===== config.mk =====
export PLATFORM = sky130hd
export DESIGN_NAME = regfile_access_master_flat
export DESIGN_NICKNAME = d
export VERILOG_FILES = /design/src/rtl/regfile_access_master_if.sv /design/src/rtl/regfile_access_master.sv /design/src/flat_wrapper.sv
export SDC_FILE = /design/constraint.sdc
export NUM_CORES = 1
export LEC_CHECK = 0
export ABC_AREA = 1
export CAP_MARGIN = 20
export CORE_MARGIN = 1
export CORE_UTILIZATION = 43
export DETAILED_ROUTE_END_ITERATION = 8
export HOLD_SLACK_MARGIN = 0.05
export PLACE_DENSITY = 0.88
export SETUP_SLACK_MARGIN = 0.1
export SKIP_CTS_REPAIR_TIMING = 1
export SYNTH_ARGS = -nofsm -noshare
export SYNTH_HDL_FRONTEND = slang
export SYNTH_SLANG_ARGS = --single-unit

===== constraint.sdc =====
create_clock -name clk -period 2.7 [get_ports clk]
set_input_delay 0.54 -clock clk [delete_from_list [all_inputs] [get_ports clk]]
set_output_delay 0.54 -clock clk [all_outputs]
set_load 0.02 [all_outputs]

===== src/rtl/regfile_access_master_if.sv =====
// Command, response and register-file signal bundle for regfile_access_master.
// valid/ready: a transfer happens on a rising clk edge where valid and ready are both high; the producer holds its payload stable while valid is high and not yet accepted.
interface regfile_access_master_if #(
  parameter int ADDR_W = 5,
  parameter int DATA_W = 8
);
  logic              cmd_valid;
  logic              cmd_ready;
  logic              cmd_write;
  logic [ADDR_W-1:0] cmd_addr;
  logic [DATA_W-1:0] cmd_wdata;
  logic              rsp_valid;
  logic              rsp_ready;
  logic [DATA_W-1:0] rsp_rdata;
  logic              rsp_err;
  logic [ADDR_W-1:0] rf_read_reg;
  logic [DATA_W-1:0] rf_read_data;
  logic [ADDR_W-1:0] rf_write_reg;
  logic [DATA_W-1:0] rf_write_data;
  logic              rf_write_en;
  logic              busy;

  modport master (
    input  cmd_valid, cmd_write, cmd_addr, cmd_wdata, rsp_ready, rf_read_data,
    output cmd_ready, rsp_valid, rsp_rdata, rsp_err,
    output rf_read_reg, rf_write_reg, rf_write_data, rf_write_en, busy
  );

  modport slave (
    output cmd_valid, cmd_write, cmd_addr, cmd_wdata, rsp_ready, rf_read_data,
    input  cmd_ready, rsp_valid, rsp_rdata, rsp_err,
    input  rf_read_reg, rf_write_reg, rf_write_data, rf_write_en, busy
  );
endinterface


===== src/rtl/regfile_access_master.sv =====
// Register-file initiator: one outstanding read/write command, valid/ready response.
// Optional write read-back check enabled by defining REGFILE_READBACK_VERIFY_EN.
module regfile_access_master #(
  parameter int ADDR_W   = 5,
  parameter int DATA_W   = 8,
  parameter int NUM_REGS = 4,
  parameter int RD_LAT   = 1
) (
  input  logic                    clk,
  input  logic                    rst,
  regfile_access_master_if.master io_bus,
  output logic [2:0]              o_dbg_state
);
  localparam int                CNT_W      = $clog2(RD_LAT + 1);
  localparam logic [CNT_W-1:0]  LAT_INIT   = CNT_W'(RD_LAT - 1);
  localparam logic [ADDR_W-1:0] NUM_REGS_A = ADDR_W'(NUM_REGS);

  typedef enum logic [2:0] {
    S_IDLE   = 3'd0,
    S_WRITE  = 3'd1,
    S_READ   = 3'd2,
`ifdef REGFILE_READBACK_VERIFY_EN
    S_VERIFY = 3'd4,
`endif
    S_RESP   = 3'd3
  } state_t;

  state_t            r_state;
  state_t            w_next;
  logic [CNT_W-1:0]  r_lat_cnt;
  logic [ADDR_W-1:0] r_rd_reg;
  logic [ADDR_W-1:0] r_wr_reg;
  logic [DATA_W-1:0] r_wr_data;
  logic [DATA_W-1:0] r_rsp_rdata;
  logic              r_rsp_err;
  logic              w_accept;
  logic              w_illegal;
  logic              w_lat_done;

  assign w_accept   = io_bus.cmd_valid && (r_state == S_IDLE);
  // Address 0 is hard-wired to zero in the register file, so writing it is an error.
  assign w_illegal  = (io_bus.cmd_addr >= NUM_REGS_A) ||
                      (io_bus.cmd_write && (io_bus.cmd_addr == '0));
  assign w_lat_done = (r_lat_cnt == '0);

  always_ff @(posedge clk or posedge rst) begin
    if (rst) r_state <= S_IDLE;
    else     r_state <= w_next;
  end

  always_comb begin
    w_next               = r_state;
    io_bus.cmd_ready     = 1'b0;
    io_bus.rsp_valid     = 1'b0;
    io_bus.rf_write_en   = 1'b0;
    io_bus.busy          = 1'b1;
    case (r_state)
      S_IDLE: begin
        io_bus.cmd_ready = 1'b1;
        io_bus.busy      = 1'b0;
        if (w_accept) begin
          if (w_illegal)             w_next = S_RESP;
          else if (io_bus.cmd_write) w_next = S_WRITE;
          else                       w_next = S_READ;
        end
      end
      S_WRITE: begin
        io_bus.rf_write_en = 1'b1;
`ifdef REGFILE_READBACK_VERIFY_EN
        w_next = S_VERIFY;
`else
        w_next = S_RESP;
`endif
      end
      S_READ: begin
        if (w_lat_done) w_next = S_RESP;
      end
`ifdef REGFILE_READBACK_VERIFY_EN
      S_VERIFY: begin
        if (w_lat_done) w_next = S_RESP;
      end
`endif
      S_RESP: begin
        io_bus.rsp_valid = 1'b1;
        if (io_bus.rsp_ready) w_next = S_IDLE;
      end
      default: w_next = S_IDLE;
    endcase
  end

  // rf_* address/data registers load only when a legal access needs them, so they hold otherwise.
  always_ff @(posedge clk or posedge rst) begin
    if (rst) begin
      r_lat_cnt   <= '0;
      r_rd_reg    <= '0;
      r_wr_reg    <= '0;
      r_wr_data   <= '0;
      r_rsp_rdata <= '0;
      r_rsp_err   <= 1'b0;
    end else begin
      case (r_state)
        S_IDLE: begin
          if (w_accept) begin
            r_rsp_rdata <= '0;
            r_rsp_err   <= w_illegal;
            if (!w_illegal) begin
              if (io_bus.cmd_write) begin
                r_wr_reg  <= io_bus.cmd_addr;
                r_wr_data <= io_bus.cmd_wdata;
              end else begin
                r_rd_reg  <= io_bus.cmd_addr;
                r_lat_cnt <= LAT_INIT;
              end
            end
          end
        end
`ifdef REGFILE_READBACK_VERIFY_EN
        S_WRITE: begin
          r_rd_reg  <= r_wr_reg;
          r_lat_cnt <= LAT_INIT;
        end
        S_VERIFY: begin
          if (!w_lat_done) begin
            r_lat_cnt <= r_lat_cnt - 1'b1;
          end else begin
            r_rsp_rdata <= io_bus.rf_read_data;
            r_rsp_err   <= (io_bus.rf_read_data != r_wr_data);
          end
        end
`endif
        S_READ: begin
          if (!w_lat_done) r_lat_cnt   <= r_lat_cnt - 1'b1;
          else             r_rsp_rdata <= io_bus.rf_read_data;
        end
        default: ;
      endcase
    end
  end

  assign io_bus.rsp_rdata     = r_rsp_rdata;
  assign io_bus.rsp_err       = r_rsp_err;
  assign io_bus.rf_read_reg   = r_rd_reg;
  assign io_bus.rf_write_reg  = r_wr_reg;
  assign io_bus.rf_write_data = r_wr_data;
  assign o_dbg_state          = r_state;
endmodule

===== src/flat_wrapper.sv =====
// flat-port wrapper written by rule: the top's interface ports become plain ports
module regfile_access_master_flat 
#(
  parameter int ADDR_W   = 5,
  parameter int DATA_W   = 8,
  parameter int NUM_REGS = 4,
  parameter int RD_LAT   = 1
)
  (clk, rst, o_dbg_state, io_bus_cmd_valid, io_bus_cmd_write, io_bus_cmd_addr, io_bus_cmd_wdata, io_bus_rsp_ready, io_bus_rf_read_data, io_bus_cmd_ready, io_bus_rsp_valid, io_bus_rsp_rdata, io_bus_rsp_err, io_bus_rf_read_reg, io_bus_rf_write_reg, io_bus_rf_write_data, io_bus_rf_write_en, io_bus_busy);
  regfile_access_master_if #(.ADDR_W(ADDR_W), .DATA_W(DATA_W)) io_bus_i ();
  input  logic clk;
  input  logic rst;
  output logic [2:0] o_dbg_state;
  input wire logic [$bits(io_bus_i.cmd_valid)-1:0] io_bus_cmd_valid;
  input wire logic [$bits(io_bus_i.cmd_write)-1:0] io_bus_cmd_write;
  input wire logic [$bits(io_bus_i.cmd_addr)-1:0] io_bus_cmd_addr;
  input wire logic [$bits(io_bus_i.cmd_wdata)-1:0] io_bus_cmd_wdata;
  input wire logic [$bits(io_bus_i.rsp_ready)-1:0] io_bus_rsp_ready;
  input wire logic [$bits(io_bus_i.rf_read_data)-1:0] io_bus_rf_read_data;
  output wire logic [$bits(io_bus_i.cmd_ready)-1:0] io_bus_cmd_ready;
  output wire logic [$bits(io_bus_i.rsp_valid)-1:0] io_bus_rsp_valid;
  output wire logic [$bits(io_bus_i.rsp_rdata)-1:0] io_bus_rsp_rdata;
  output wire logic [$bits(io_bus_i.rsp_err)-1:0] io_bus_rsp_err;
  output wire logic [$bits(io_bus_i.rf_read_reg)-1:0] io_bus_rf_read_reg;
  output wire logic [$bits(io_bus_i.rf_write_reg)-1:0] io_bus_rf_write_reg;
  output wire logic [$bits(io_bus_i.rf_write_data)-1:0] io_bus_rf_write_data;
  output wire logic [$bits(io_bus_i.rf_write_en)-1:0] io_bus_rf_write_en;
  output wire logic [$bits(io_bus_i.busy)-1:0] io_bus_busy;
  assign io_bus_i.cmd_valid = io_bus_cmd_valid;
  assign io_bus_i.cmd_write = io_bus_cmd_write;
  assign io_bus_i.cmd_addr = io_bus_cmd_addr;
  assign io_bus_i.cmd_wdata = io_bus_cmd_wdata;
  assign io_bus_i.rsp_ready = io_bus_rsp_ready;
  assign io_bus_i.rf_read_data = io_bus_rf_read_data;
  assign io_bus_cmd_ready = io_bus_i.cmd_ready;
  assign io_bus_rsp_valid = io_bus_i.rsp_valid;
  assign io_bus_rsp_rdata = io_bus_i.rsp_rdata;
  assign io_bus_rsp_err = io_bus_i.rsp_err;
  assign io_bus_rf_read_reg = io_bus_i.rf_read_reg;
  assign io_bus_rf_write_reg = io_bus_i.rf_write_reg;
  assign io_bus_rf_write_data = io_bus_i.rf_write_data;
  assign io_bus_rf_write_en = io_bus_i.rf_write_en;
  assign io_bus_busy = io_bus_i.busy;
  regfile_access_master #(.ADDR_W(ADDR_W), .DATA_W(DATA_W), .NUM_REGS(NUM_REGS), .RD_LAT(RD_LAT)) u_core (.clk(clk), .rst(rst), .io_bus(io_bus_i), .o_dbg_state(o_dbg_state));
endmodule

# [After elaboration in Yosys (flattened, before gate mapping)]
# Cells that the tools add are included.
[op_classes] add_sub_neg=1 n_lt_le_gt_ge=1 n_eq_ne=8 muxes=18 n_bitwise=2 n_reduce_logical=12
[ops] op="2-to-1 mux 8 bit" n=2
[ops] op="one-hot mux 8 bit (2 select lines)" n=1
[ops] op="2-to-1 mux 3 bit" n=4
[ops] op="one-hot mux 3 bit (4 select lines)" n=1
[ops] op="AND reduction 4 bit" n=3
[ops] op="2-to-1 mux 1 bit" n=8
[ops] op="inequality test 2 bit (second input constant)" n=4
[ops] op="== test 3 x 2 -> 1 bit (second input constant)" n=2
[ops] op="AND reduction 3 bit" n=2
[ops] op=">= comparator 5 x 3 -> 1 bit (second input constant)" n=1
[ops] op="logical NOT 5 bit" n=1
[ops] op="== test 3 x 1 -> 1 bit (second input constant)" n=1
[ops] op="logical NOT 3 bit" n=1
[ops] op="logical AND 1 bit" n=2
[ops] op="2-to-1 mux 2 bit" n=1
[ops] op="inequality test 2 x 1 -> 1 bit (second input constant)" n=1
[ops] op="NOT 1 bit" n=2
[ops] op="one-hot mux 1 bit (2 select lines)" n=1
[ops] op="AND reduction 2 bit" n=1
[ops] op="nonzero test 2 bit" n=1
[ops] op="logical OR 1 bit" n=1
[ops] op="subtractor 1 bit (second input constant)" n=1
[word_totals] reg_bits=31 input_bits=26 out_inout_bits=34 elab_cells=49

# [Logic depth before layout (Yosys ltp)]
[depth] depth_word=6 mapped_depth=8

# [Worst setup path before layout]
# Ideal clock, no wire load.
[synth_path] path_kind="reg2reg" start="reg u_core.r_state[0] (netlist: u_core.o_dbg_state[0])" end="reg u_core.r_state[0] (netlist: u_core.o_dbg_state[0])" arrival_ns=1.663 required_ns=2.583 path_slack_ns=0.920 path_stages_with_launch=8 n_path_buf=0 cell_sequence="dfrtp_1 inv_1 ha_1 inv_1 nor2_1 nor2_1 nand2_1 nand2_1"
[synth_between] elab_chain_len=4
[synth_lines] element="start: declaration" line="regfile_access_master.sv:28" rtl="state_t r_state;"
[synth_lines] element="start signal: assignment" line="regfile_access_master.sv:48" rtl="else r_state <= w_next;"
[synth_lines] element="logical NOT 3 bit" line="regfile_access_master.sv:40, regfile_access_master.sv:57"
[synth_lines] element="logical AND 1 bit" line="regfile_access_master.sv:40" rtl="assign w_accept = io_bus.cmd_valid && (r_state == S_IDLE);"
[synth_lines] element="inequality test 2 x 1 -> 1 bit (no source line)"
[synth_lines] element="AND reduction 3 bit (no source line)"
# Parallel ways exist; a longest one is shown, timed or not.
# A chain may end at the register's enable or synchronous reset.

# [Worst setup path after layout]
[layout_path] start="reg u_core.r_state[0] (netlist: u_core.o_dbg_state[0])" end="out io_bus_busy"
[layout_between] elab_chain_len=2
[layout_lines] element="logical NOT 3 bit" line="regfile_access_master.sv:57" rtl="case (r_state)"
[layout_lines] element="2-to-1 mux 1 bit" line="regfile_access_master.sv:57"
[layout_lines] element="end: declaration" line="flat_wrapper.sv:28" rtl="output wire logic [$bits(io_bus_i.busy)-1:0] io_bus_busy;"
# Every way passes these cells.

==> metrics.md <==
| Metric | Value |
|---|---|
| Status | finished, final reports clean |
| Final core occ | roughly 70% |
| Largest net degree at the start of global routing | 30 |
| Initial antenna violation count | 0 |
| Dpl cells | 230 |
| Post-synthesis cell count | ~140 |
| Worst setup EP type | primary output |
| Critical-path top delay cell | clkdlybuf4s50_1 |
| Pwr dens | 1078 mW/mm^2 |
| Starting Density | 45.88% |
| Final wirelength | 2.852 mm |
| Area delta synth->final | 52.84% |
| Max Cap Viol | 0 |
| First-pass detailed-route iteration total | 4 |
| Flops & latches, synth | 29 |
| Vias in the first global route | 1081 |
| Clock sink count | 29 |
| HP Start | u_core.io_bus.rf_write_reg[4] |
| Syn nets | 173 |
| Final setup fails | 0 |
| Crit-path leading delay family | buffers and inverters |
| Fmax | approximately 0.4 GHz |
| R2R Setup Slk | 980 ps |
| M1 wire length | 1.174 mm |
| Final Skew | 6.966 ps |
| Crit start category | flop |
| Worst vdd ir | ~0.00077 V |
| Die H | 56.48 um |
| Post-synthesis sequential area ratio | 56.86% |
| DR DRC count | 0 |
| Synth top area share | 56.86% |
| Total gr overflow | 0 |
| Wire length on met2 | 1.461 mm |
| Final hold violations | 0 |
| Critical Path Fanout Max | 5 |
| Post-synth EDFFs | 0 |
| Post-DP HPWL | 2.245 mm |
| Die width | 56.48 um |
| Synth area leaders | dfrtp_1, nand2_1, inv_1, o21ai_0, ha_1 |
| CP max stage delay | 630 ps |
| WP buf/inv | 3 |
| First-pass GRT wire length | 4.705 mm |
| Antenna diode count | 0 |
| Register-to-Register Path Depth | 8 |
| Worst Hold Depth | 2 |
| Leakage power figure | 0.0009737 uW |
| CTS root buf | clkbuf_4 |
| Final period util | 90.13% |
| Cell area after synthesis | ~0.0013 sq mm |
| H-tree Lvls | 2 |
| Filler cells | 232 |
| Synth cell count leaders | nand2_1, dfrtp_1, inv_1 |
| Via Count | 1126 |
| Fraction of registers with async set/reset | 100.0% |
| Tmin final | approximately 2400 ps |
| Post-DR vias/cell | 4.731 |
| Area leader, netlist | dfrtp_1 |
| Unique masters post-synth | 19 |
| Antenna violation net count after detailed routing | 0 |
| RSZ-0062 raised after global routing | no |
| Critical path's most frequent cell | inv_1 |
| Critical R2R Capture | u_core.io_bus.rf_write_data[7] |
| Met3 Wirelength | 188 um |
| Share of layout cells above drive strength 1 | between 7 and 8% |
| Setup TNS | 0 ps |
| WHS Endpoint | u_core.io_bus.rf_write_reg[4] |
| Max-slew violations | 0 |
| Most frequent cell after synthesis | nand2_1 |
| Reg2reg start | u_core.o_dbg_state[0] |
| Total power | 2102 uW |
| Max layer used | met4 |
| DRT iter0 DRCs | 58 |
| Fin cells | around 240 |
| Worst-path clk slew | 90 ps |
| Critical path data arrival time | 1890 ps |
| CTS tree | yes |
| Mean post-synth cell area | ~9 sq um |
| Skew-Pair Late Insertion Delay | 320 ps |
| Yosys warns | 0 |
| Total CTS buffers | 5 |
| Clock Path Buffers | 2 |
| Post-synth top flop | dfrtp_1 |
| Worst min-delay path class | reg2reg |
| Io pins | 60 |
| Worst-path cell chain | inv_1, ha_1, inv_1, clkdlybuf4s50_1 |
| Cell Rows | 19 |
| CORE AREA | 0.002781 sq mm |
| Global Route Usage Sum | just under 20% |
| Routed wire per std cell | 11.98 um |
| GPL Wtd Cong | 0.8146 |
| WP data required | ~2200 ps |
| PortBufs | 58 |
| Critical path class | reg2out |
| Post-layout net count | 236 |
| Die area | about 0.0032 sq mm |
## worst min-delay path, stage by stage, from the launching register on
cell and delay [ps]:
dfrtp_1 350, nand2_1 50, inv_1 50
## routing by layer
metal | track usage (%) | vias up
met5 | 0 | -
met4 | 7.317 | 0
met3 | 7.373 | 4
met2 | 34.12 | 42
met1 | 21.28 | 513
li1 | - | 567
## power by group
| part | internal (uW) | total (uW) | switching [uW] |
|---|---|---|---|
| Sequential | 605 | 708 | 103 |
| Combinational | 506 | 1110 | 599 |
| Clock | 151 | 289 | 139 |
| Total | 1260 | 2100 | 840 |
## worst max-delay path by stage
stage / startpoint / to / slack [ps] / cells after the start
6_report: u_core.o_dbg_state[0] / io_bus_busy / 270 / 4
4_1_cts: u_core.o_dbg_state[0] / io_bus_busy / 260 / 4
3_3_place_gp: u_core.o_dbg_state[0] / io_bus_busy / 710 / 4
3_5_place_dp: u_core.o_dbg_state[0] / io_bus_busy / 630 / 4
5_1_grt: u_core.o_dbg_state[0] / io_bus_busy / 170 / 4
2_1_floorplan: u_core.o_dbg_state[0] / u_core.o_dbg_state[0] / 920 / 7
## kinds of logic (layout without fill, tap and decap cells)
group | count (synthesis) | count (layout) | share of synthesized area [%]
fa+ha+maj | 4 | 4 | 3.922
buf+inv | 21 | 85 | 7.059
flops | 29 | 29 | 56.86
compound gates | 14 | 14 | 5.686
other cells | 1 | 1 | 0.2938
simple gates | 74 | 74 | 26.18
## per-stage QoR
stage	cell area [sq um]	hold WS [ps]	setup slack [ps]
final	1951	477.4	266.4
after floorplan	1276	570.9	920.0
after global routing	1951	497.6	174.6
after detailed placement	1881	451.6	629.6
after CTS	1951	479.2	261.1
after global placement	1881	449.0	705.7
## area by class of cell
type | instances | area [sq um] | area share [%]
clock buffer | 7 | 65.06 | 3.335
timing repair buffer | 59 | 588.1 | 30.15
clock inverter | 1 | 5.005 | 0.2566
sequential | 29 | 725.7 | 37.20
multi-input combinational | 93 | 460.4 | 23.60
tap | 31 | 38.79 | 1.988
inverter | 18 | 67.56 | 3.464
## cell usage in the layout, fill, tap and decap left out, types with 2 or more instances in the layout
cell type / instances
o21ai_0: 11
nand3_1: 9
dfrtp_1: 29
nand2_1: 52
nor2_1: 9
inv_2: 2
clkbuf_8: 2
ha_1: 4
clkbuf_4: 5
inv_1: 16
clkdlybuf4s50_1: 58
(Power assumes the default switching activity.)
